**config.mk**
```make
export PLATFORM = sky130hd
export DESIGN_NAME = axis_packet_fifo
export DESIGN_NICKNAME = d
export VERILOG_FILES = /design/src/rtl/axis_packet_fifo.sv
export SDC_FILE = /design/constraint.sdc
export NUM_CORES = 1
export LEC_CHECK = 0
export BUFFER_PORTS_ARGS = -buffer_cell sky130_fd_sc_hd__clkbuf_2
export CAP_MARGIN = 20
export CORE_ASPECT_RATIO = 1.5
export CORE_MARGIN = 2
export CORE_UTILIZATION = 45
export CTS_BUF_LIST = sky130_fd_sc_hd__clkbuf_8
export CTS_CLUSTER_DIAMETER = 100
export CTS_CLUSTER_SIZE = 10
export DETAILED_ROUTE_END_ITERATION = 10
export PLACE_DENSITY = 0.68
export SYNTH_ARGS = -nofsm -noshare
export SYNTH_HDL_FRONTEND = slang
export SYNTH_SLANG_ARGS = --single-unit
```
**constraint.sdc**
```tcl
create_clock -name aclk -period 3.6 [get_ports aclk]
set_input_delay 0.54 -clock aclk [delete_from_list [all_inputs] [get_ports aclk]]
set_output_delay 0.54 -clock aclk [all_outputs]
set_load 0.02 [all_outputs]
```
**src/rtl/axis_packet_fifo.sv**
```systemverilog
// AXI4-Stream synchronous FIFO carrying tlast alongside tdata. Supports cut-through or
// store-and-forward operation, drops oversize packets, and reports fill level and almost-full.
module axis_packet_fifo #(
    parameter int ADDR_WIDTH  = 4,
    parameter int DATA_WIDTH  = 8,
    parameter int PACKET_MODE = 0,
    parameter int ALMOST_FULL = 12
) (
    input  logic                  aclk,
    input  logic                  aresetn,
    input  logic [DATA_WIDTH-1:0] s_axis_tdata,
    input  logic                  s_axis_tvalid,
    input  logic                  s_axis_tlast,
    output logic                  s_axis_tready,
    output logic [DATA_WIDTH-1:0] m_axis_tdata,
    output logic                  m_axis_tvalid,
    output logic                  m_axis_tlast,
    input  logic                  m_axis_tready,
    output logic [ADDR_WIDTH:0]   level,
    output logic                  almost_full,
    output logic                  pkt_drop
);
    localparam int                  DEPTH    = 1 << ADDR_WIDTH;
    localparam logic [ADDR_WIDTH:0] PTR_ONE  = (ADDR_WIDTH+1)'(1);
    localparam logic [ADDR_WIDTH:0] AF_LEVEL = (ADDR_WIDTH+1)'(ALMOST_FULL);

    typedef enum logic {ACCEPT, DROP} wr_state_e;

    wr_state_e           state_q, state_d;
    logic [ADDR_WIDTH:0] wr_ptr_q, wr_ptr_d;
    logic [ADDR_WIDTH:0] wr_commit_q, wr_commit_d;
    logic [ADDR_WIDTH:0] rd_ptr_q, rd_ptr_d;
    logic [ADDR_WIDTH:0] rd_limit;
    logic                en_q;
    logic                pkt_drop_q, pkt_drop_d;
    logic                full, wr_en, rd_en, drop_start, drop_end;
    logic [DATA_WIDTH:0] mem [DEPTH];

    assign full = (wr_ptr_q[ADDR_WIDTH] != rd_ptr_q[ADDR_WIDTH]) &&
                  (wr_ptr_q[ADDR_WIDTH-1:0] == rd_ptr_q[ADDR_WIDTH-1:0]);
    // Store-and-forward only exposes beats up to the last committed tlast.
    assign rd_limit      = (PACKET_MODE != 0) ? wr_commit_q : wr_ptr_q;
    assign level         = wr_ptr_q - rd_ptr_q;
    assign almost_full   = (level >= AF_LEVEL);
    assign m_axis_tvalid = (rd_ptr_q != rd_limit);
    assign {m_axis_tlast, m_axis_tdata} = mem[rd_ptr_q[ADDR_WIDTH-1:0]];
    assign rd_en         = m_axis_tvalid && m_axis_tready;
    assign pkt_drop      = (PACKET_MODE != 0) && pkt_drop_q;

    always_ff @(posedge aclk or negedge aresetn) begin
        if (!aresetn) begin
            state_q <= ACCEPT;
        end else begin
            state_q <= state_d;
        end
    end

    // A full FIFO holding only one incomplete packet can never drain: abandon it.
    always_comb begin
        state_d = state_q;
        case (state_q)
            ACCEPT: if ((PACKET_MODE != 0) && full && (wr_commit_q == rd_ptr_q)) state_d = DROP;
            DROP:   if (s_axis_tvalid && s_axis_tlast) state_d = ACCEPT;
            default: state_d = ACCEPT;
        endcase
    end

    always_comb begin
        s_axis_tready = 1'b0;
        wr_en         = 1'b0;
        drop_start    = 1'b0;
        drop_end      = 1'b0;
        case (state_q)
            ACCEPT: begin
                s_axis_tready = en_q && !full;
                wr_en         = s_axis_tvalid && en_q && !full;
                drop_start    = (state_d == DROP);
            end
            DROP: begin
                s_axis_tready = 1'b1;
                drop_end      = s_axis_tvalid && s_axis_tlast;
            end
            default: ;
        endcase
    end

    always_comb begin
        wr_ptr_d    = wr_ptr_q;
        wr_commit_d = wr_commit_q;
        rd_ptr_d    = rd_ptr_q;
        pkt_drop_d  = drop_end;
        if (drop_start) begin
            wr_ptr_d = wr_commit_q;
        end else if (wr_en) begin
            wr_ptr_d = wr_ptr_q + PTR_ONE;
            if (s_axis_tlast) wr_commit_d = wr_ptr_q + PTR_ONE;
        end
        if (rd_en) rd_ptr_d = rd_ptr_q + PTR_ONE;
    end

    always_ff @(posedge aclk or negedge aresetn) begin
        if (!aresetn) begin
            wr_ptr_q    <= '0;
            wr_commit_q <= '0;
            rd_ptr_q    <= '0;
            en_q        <= 1'b0;
            pkt_drop_q  <= 1'b0;
        end else begin
            wr_ptr_q    <= wr_ptr_d;
            wr_commit_q <= wr_commit_d;
            rd_ptr_q    <= rd_ptr_d;
            en_q        <= 1'b1;
            pkt_drop_q  <= pkt_drop_d;
        end
    end

    always_ff @(posedge aclk) begin
        if (wr_en) mem[wr_ptr_q[ADDR_WIDTH-1:0]] <= {s_axis_tlast, s_axis_tdata};
    end

endmodule

```
==> Word level (Yosys, flattened, before mapping) <==
Memory sizes are Yosys's and may differ from the RTL's.
Cells that the tools add are included.
{ "totals": {"mem_bits_rw": 144, "word_cells": 33, "in_bits": 13, "mem_count": 1, "ff_bits": 17, "out_inout_bits": 18} }
{ "classes": {"reduce_logical": 9, "order_cmp": 1, "add_sub_neg": 3, "eq_ne": 3, "bitwise_logic": 2, "mux": 9} }
{ "memory_table": {"columns": ["name", "words", "word_bits", "rd", "rd_clocked_by_memory_dff", "wr", "line", "text"], "rows": [
  ["mem", 16, 9, 1, 0, 1, "37", "logic [DATA_WIDTH:0] mem [DEPTH];"]
]} }
{ "ops": {"columns": ["cell", "n"], "rows": [
  ["adder 5 x 1 -> 5 bit (second input constant)", 2],
  ["two-way mux 5 bit", 2],
  ["logical AND 1 bit", 6],
  ["two-way mux 1 bit", 6],
  ["greater-or-equal comparator 5 x 4 -> 1 bit (second input constant)", 1],
  ["!= test 5 bit", 1],
  ["subtractor 5 bit", 1],
  ["equality test 4 bit", 1],
  ["AND reduction 3 bit", 1],
  ["NOT 1 bit", 2],
  ["case mux 1 bit (2 select lines)", 1],
  ["nonzero test 2 bit", 1],
  ["zero test 1 bit", 1],
  ["!= test 1 bit", 1]
]} }

==> Logic depth before layout (Yosys ltp) <==
Gate-level depths: netlist of run 1.
{ "logic_depth": {"depth_word": 7, "mapped_depth": 8, "depth_no_buf": 8} }

==> Worst setup path before layout of run 1 <==
Ideal clock, no wire load.
{ "synth_path": {"path_type": "register to register", "startpoint": "reg rd_ptr_q[2]", "endpoint": "mem mem[0][0] (netlist bit), enable pin", "path_slack_ns": 0.646, "arrival_time_ns": 2.567, "period_less_slack_ns": 2.954, "setup_time_ns": 0.387, "path_stages_with_launch": 9, "cell_sequence": "dfrtp_1 buf_1 buf_2 inv_1 ha_1 nand4_1 o2111a_2 nand2_1 nor3_1"} }
{ "synth_via": {"elab_chain_cells": 7} }
{ "synth_lines": {"columns": ["element", "line", "text"], "rows": [
  ["start, declared", "32", "logic [ADDR_WIDTH:0] rd_ptr_q, rd_ptr_d;"],
  ["start signal, assigned", "111", "rd_ptr_q <= rd_ptr_d;"],
  ["equality test 4 bit", "40", "(wr_ptr_q[ADDR_WIDTH-1:0] == rd_ptr_q[ADDR_WIDTH-1:0]);"],
  ["logical AND 1 bit", "39", "assign full = (wr_ptr_q[ADDR_WIDTH] != rd_ptr_q[ADDR_WIDTH]) &&"],
  ["zero test 1 bit", "76", "wr_en = s_axis_tvalid && en_q && !full;"],
  ["logical AND 1 bit", "76", null],
  ["two-way mux 1 bit", "73", "case (state_q)"],
  ["two-way mux 1 bit", "118", "if (wr_en) mem[wr_ptr_q[ADDR_WIDTH-1:0]] <= {s_axis_tlast, s_axis_tdata};"],
  ["two-way mux 1 bit (implied by the code)", "118", null],
  ["end, declared", "37", null]
]} }
No other way between the ends.

==> Worst setup path after layout of run 1 <==
{ "layout_path": {"startpoint": "reg rd_ptr_q[3]", "endpoint": "out almost_full"} }
{ "layout_via": {"elab_chain_cells": 2} }
{ "layout_lines": {"columns": ["element", "line", "text"], "rows": [
  ["subtractor 5 bit", "43", "assign level = wr_ptr_q - rd_ptr_q;"],
  ["greater-or-equal comparator 5 x 4 -> 1 bit", "44", "assign almost_full = (level >= AF_LEVEL);"],
  ["end, declared", "20", "output logic almost_full,"]
]} }
No other way between the ends.

==> results.json, run 1 <==
{
  "synth_area_per_cell_um2": 19.0,
  "drt_iter0_markers": 231,
  "cts.sinks": 156,
  "powerDensity_mw_per_mm2": 818,
  "hp-class": "in -> reg",
  "min_from": "s_axis_tvalid",
  "place.gp.congestion": 0.862,
  "setup_viol": 0,
  "synth.most_common_cell": "edfxtp_1",
  "post_cts_buffers": 0,
  "drt_pre_antenna_iters": 7,
  "dp_hpwl_um": 8310,
  "maxClockFrequency_mhz": 321,
  "seq_area_frac_synth": 0.727,
  "grt_pass1_vias": 3386,
  "dr_total_vias": 3137,
  "worst_skew_pair.late_latency_ns": 0.44,
  "crit_type": "reg -> out",
  "final_layout_size_suffix_gt1_frac": 0.272,
  "fin_setup_tns_ns": 0,
  "die_area_mm2": 0.0151,
  "max_cap_viol_count": 0,
  "synthesis.area_mm2": 0.00636,
  "holdPathEnd": "state_q$_DFF_PN0_",
  "clockBufferDepth": 2,
  "reg2reg_to": "mem[10][0]$_DFFE_PP_",
  "path_clk_slew_ns": 0.08,
  "grt_usage": 0.181,
  "hold_viol": 0,
  "overflow": 0,
  "die_y_um": 150,
  "grt_pass1_wl_um": 19300,
  "grt_setup_unrepaired": "false",
  "cp-end-kind": "output port",
  "final_util": 0.515,
  "synthDistinctLibCells": 40,
  "die_x_um": 101,
  "synth_cells": 334,
  "port-buffer-count": 29,
  "ios": 31,
  "post_drt_via_cell_ratio": 5.61,
  "status": "finished clean",
  "crit_chain": "clkinv_1 > ha_1 > or3_1 > a31o_2 > clkbuf_2",
  "yosys-top-cells-area": "edfxtp_1, mux4_2, dfrtp_1",
  "crit_required_ns": 3.06,
  "clockRootBuffer": "clkbuf_8",
  "routed_wl_um": 12600,
  "r2r_cells": 6,
  "synth.top_cell.area_share": 0.680,
  "ys_async_sr_fraction": 0.0769,
  "cp.arrival_ns": 2.57,
  "timing.rr.start": "rd_ptr_q[3]$_DFFE_PN0P_",
  "cts_tree": "built",
  "synth-edff-count": 144,
  "synth_ff_type": "edfxtp_1",
  "antenna_found_initial": 0,
  "insertedDiodeCount": 0,
  "postRouteAntennaNets": 0,
  "start_util": 0.457,
  "yosys.area.top_type": "edfxtp_1",
  "ff2ff_setup_slack_ns": 0.51,
  "cts_made_buffers": 17,
  "clock_skew_ns": 0.0102,
  "synthTopCellsByCount": "edfxtp_1, mux2i_1, mux4_2",
  "core_mm2": 0.0139,
  "yosys_register_bits": 156,
  "fp-row-count": 53,
  "nets": 406,
  "relSlewSlack": 0.414,
  "grt_max_degree": 36,
  "p_leak_nw": 2.47,
  "tightest_slew_ns": 0.875,
  "area_growth_pct": 12.9,
  "slowest_stage": "dfrtp_1",
  "finalMaxSlewViolations": 0,
  "wire_per_inst_um": 22.5,
  "start_kind": "register",
  "post-route-period-util": 0.865,
  "hold_depth": 2,
  "post-route-min-period_ns": 3.11,
  "cts_max_level": 4,
  "max_stage_delay_ns": 0.57,
  "cp_max_fo": 12,
  "yosysWarnings": 0,
  "peakVddDrop_v": 0.000969,
  "synth_nets": 357,
  "route.detailed.drc": 0
}
power breakdown:
group	internal, mW	switching (mW)
combinational	0.891	1.33
clock	0.811	0.595
sequential	2.12	0.123
how the worst max path moves through the flow:
| stage | start | to | slack (ns) | cells after the start |
|---|---|---|---|---|
| finish | rd_ptr_q[3]$_DFFE_PN0P_ | almost_full | 0.49 | 5 |
| floorplan | rd_ptr_q[2]$_DFFE_PN0P_ | mem[0][0]$_DFFE_PP_ | 0.65 | 8 |
| global route | rd_ptr_q[3]$_DFFE_PN0P_ | mem[10][0]$_DFFE_PP_ | 0.30 | 6 |
| detailed placement | rd_ptr_q[3]$_DFFE_PN0P_ | mem[10][3]$_DFFE_PP_ | 0.53 | 6 |
| global placement | rd_ptr_q[3]$_DFFE_PN0P_ | mem[9][0]$_DFFE_PP_ | 0.69 | 6 |
| CTS | rd_ptr_q[3]$_DFFE_PN0P_ | almost_full | 0.48 | 5 |
cell families (layout without fill, tap and decap cells):
kind of cell             Yosys count  in the layout  synth area share
adder cells (fa/ha/maj)           10             10            0.0209
AO/OA/AOI/OAI                     39             39            0.0431
XOR/XNOR                          11             11            0.0181
multiplexers                      54             54             0.138
AND/OR/NAND/NOR                   38             38            0.0291
other                              2              2           0.00118
flip-flops                       156            156             0.727
buffers and inverters             24             84            0.0220
routing by layer:
metal | wire length, um | vias to the layer above | global-route usage
met5 | 0 | - | 0
met4 | 255 | 0 | 0.0595
met3 | 592 | 18 | 0.0430
met2 | 6650 | 88 | 0.309
met1 | 5100 | 1609 | 0.226
li1 | - | 1422 | -
worst max-delay path, delay by kind of cell, from the launching register on:
family	cells	cell delay (ns)
flip-flops	1	0.57
adder cells (fa/ha/maj)	1	0.43
AO/OA/AOI/OAI	1	0.24
buffers and inverters	2	0.48
AND/OR/NAND/NOR	1	0.41
sequential cells by signal, summed over array words and instances, names as in the netlist:
register	count
state_q	1
mem	144
en_q	1
rd_ptr_q	5
rd_limit	5
per-stage QoR:
stage / cells / hold slack [ns] / cell area (um2) / power, mW / setup slack (ns)
2_1_floorplan: 334 / 0.244 / 6360 / 3.89 / 0.646
3_3_place_gp: 528 / 0.455 / 6730 / 4.48 / 0.689
3_5_place_dp: 528 / 0.462 / 6730 / 4.52 / 0.530
4_1_cts: 559 / 0.291 / 7180 / 5.93 / 0.482
5_1_grt: 559 / 0.293 / 7180 / 6.17 / 0.300
6_report: 559 / 0.313 / 7180 / 5.87 / 0.485
placed cells by master (no fill, tap or decap), types with 2 or more instances in the layout:
cell type / synthesis / final
nor2_1: 12 / 12
nor2b_1: 2 / 2
nor3_1: 4 / 4
clkbuf_8: 0 / 17
dfrtp_1: 12 / 11
conb_1: 2 / 2
nand2b_1: 2 / 2
mux2i_1: 27 / 27
mux4_2: 27 / 27
clkbuf_2: 0 / 29
ha_1: 9 / 9
and2_1: 2 / 2
o21ai_0: 12 / 12
edfxtp_1: 144 / 144
clkinv_2: 0 / 2
bufinv_16: 0 / 5
nand4_1: 3 / 3
clkinv_4: 0 / 2
clkinv_1: 1 / 3
o21ai_1: 9 / 9
buf_4: 2 / 15
xor2_1: 3 / 3
clkinvlp_4: 0 / 2
nand2_1: 9 / 9
inv_1: 7 / 7
a221oi_1: 9 / 9
a21oi_1: 2 / 2
xnor2_1: 7 / 7
repair_timing:
item / in CTS / in global routing
hold endpoints to repair: 12 / 0
hold buffers: 1 / 0
resized for setup: 0 / 0
setup endpoints to repair: 0 / 0
cell type report:
class | count | area (um2)
inverter | 8 | 30.0
tap | 165 | 206
clock buffer | 17 | 234
fill | 1149 | 6750
clock inverter | 13 | 200
sequential | 156 | 4630
timing repair buffer | 46 | 288
multi-input combinational | 154 | 1590
No activity file was read; power rests on OpenSTA's default activity.
==> run 2, diff against run 1 <==
- CELL_PAD_IN_SITES_DETAIL_PLACEMENT: default -> 0
- CELL_PAD_IN_SITES_GLOBAL_PLACEMENT: default -> 1
- PLACE_DENSITY: 0.68 -> 0.75
- SKIP_LAST_GASP: default -> 1
==> run 2 against run 1 <==
Sequential power about the same. Count of clock-buffer cells in the layout stayed put. Worst hold slack worse by 0.029 ns. Global-route usage shrank 0.13 points. Register-to-register slack better by 0.60 ns. Fmax decreased by 2.9%. Critical path type unchanged. Largest cell class unchanged.
==> results.json, run 2 (synthesized netlist as in run 1, its figures left out) <==
{
  "status": "finished clean",
  "dp_hpwl_um": 8510,
  "max_stage_delay_ns": 0.61,
  "final_util": 0.519,
  "cts_hold_buf": 1,
  "cts_made_buffers": 17,
  "hp-class": "in -> reg",
  "antenna_found_initial": 0,
  "fin_setup_tns_ns": 0,
  "start_kind": "register",
  "crit_type": "reg -> out",
  "final_common_cell": "edfxtp_1",
  "port-buffer-count": 29,
  "insertedDiodeCount": 0,
  "grt_setup_unrepaired": "false",
  "cts_max_level": 4,
  "slowest_stage": "dfrtp_2",
  "cp-end-kind": "output port",
  "final_cell_mix": "edfxtp_1, clkbuf_2, buf_4",
  "clockRootBuffer": "clkbuf_8",
  "crit_required_ns": 3.06,
  "core_mm2": 0.0139,
  "clockBufferDepth": 2,
  "clock_skew_ns": 0.0119,
  "maxClockFrequency_mhz": 312,
  "fp-row-count": 53,
  "p_clk_frac": 0.221,
  "pwr-share-seq": 0.397,
  "nets": 420,
  "final_layout_size_suffix_gt1_frac": 0.305,
  "routed_wl_um": 12500,
  "die_x_um": 101,
  "area_growth_pct": 13.7,
  "path_clk_slew_ns": 0.09,
  "grt_pass1_wl_um": 19100,
  "pwr-share-comb": 0.383,
  "powerDensity_mw_per_mm2": 789,
  "cp_top_family": "multiplexers",
  "dp.cells": 540,
  "postRouteAntennaNets": 0,
  "wire_per_inst_um": 21.8,
  "ios": 31,
  "p_leak_nw": 2.51,
  "worst-path-buf-inv": 2,
  "die_area_mm2": 0.0151,
  "post_cts_buffers": 0,
  "place.gp.congestion": 0.832,
  "grt_max_degree": 24,
  "max_cap_viol_count": 0,
  "start_util": 0.457,
  "peakVddDrop_v": 0.00113,
  "relSlewSlack": 0.622,
  "finalMaxSlewViolations": 0,
  "post-route-period-util": 0.892,
  "crit_chain": "buf_4 > mux4_2 > mux2i_1 > o21ai_0 > clkbuf_2",
  "setup_viol": 0,
  "dpl_cell_area_mm2": 0.00681,
  "grt_usage": 0.180,
  "whs_ns": 0.283,
  "stdcell_count": 575,
  "ctsResizeCount": 0,
  "dr_total_vias": 3211,
  "cts_tree": "built",
  "route.detailed.drc": 0,
  "worst_skew_pair.late_latency_ns": 0.45,
  "switchingPower_mw": 2.09,
  "post_drt_via_cell_ratio": 5.58,
  "die_y_um": 150,
  "largest_reg_flops": 144,
  "grt_pass1_vias": 3348,
  "cp.arrival_ns": 2.67,
  "post-route-min-period_ns": 3.21,
  "cts.sinks": 156,
  "drt_iter0_markers": 169,
  "p_int_mw": 3.61,
  "swShare": 0.367,
  "tightest_slew_ns": 0.565,
  "overflow": 0,
  "cp_max_fo": 23,
  "drt_pre_antenna_iters": 5,
  "final_area_mm2": 0.00723,
  "hold_viol": 0
}
run 2: cell count changes in the layout (fill, tap and decap cells not counted), sizes merged:
cell | before | now
clkinv | 7 | 3
inv | 7 | 14
buf | 16 | 30
bufinv | 5 | 1
clkinvlp | 2 | 5
run 2: power by group through the flow:
stage	Sequential [mW]	Combinational, mW	Clock [mW]
after floorplan	2.22	1.66	0
after global placement	2.30	2.18	0
after detailed placement	2.31	2.21	0
after CTS	2.27	2.22	1.28
after global routing	2.29	2.38	1.35
final	2.26	2.18	1.26
run 2: per-layer routing:
metal	wire length [um]	global-route usage
met5	0	0
met4	240	0.0709
met3	579	0.0411
met2	6640	0.302
met1	5060	0.225
run 2: worst reg2reg max path: stages (launching register included):
cell,delay [ns]
dfrtp_1,0.55
inv_1,0.16
ha_1,0.34
nand4_1,0.12
buf_4,0.15
o2111a_2,0.28
nand2_1,0.15
nor3_1,0.19
buf_4,0.24
run 2: per-stage QoR:
stage / power (mW) / worst slack [ns]
6_report: 5.70 / 0.390
5_1_grt: 6.02 / 0.188
4_1_cts: 5.76 / 0.284
3_5_place_dp: 4.52 / 0.791
3_3_place_gp: 4.48 / 0.829
2_1_floorplan: 3.89 / 0.646
run 2: final cells by class:
cell class | instances | area, um2
fillers | 1130 | 6700
flip-flops and latches | 156 | 4630
multi-input cells | 154 | 1590
repair buffers | 60 | 388
clock buffers | 17 | 234
well taps | 165 | 206
clock inverters | 15 | 151
inverters | 8 | 30.0
run 2: final timing paths:
check / cells after the start / slack, ns / end / start
worst min-delay path: 2 / 0.28 / state_q$_DFF_PN0_ / s_axis_tvalid
min in group asynchronous: 2 / 0.50 / state_q$_DFF_PN0_ / aresetn
worst max-delay path: 5 / 0.39 / m_axis_tdata[0] / rd_ptr_q[0]$_DFFE_PN0P_
max in group asynchronous: 2 / 2.83 / rd_ptr_q[0]$_DFFE_PN0P_ / aresetn
worst min register to register: 2 / 0.54 / state_q$_DFF_PN0_ / state_q$_DFF_PN0_
worst max register to register: 8 / 1.11 / mem[0][4]$_DFFE_PP_ / rd_ptr_q[1]$_DFFE_PN0P_
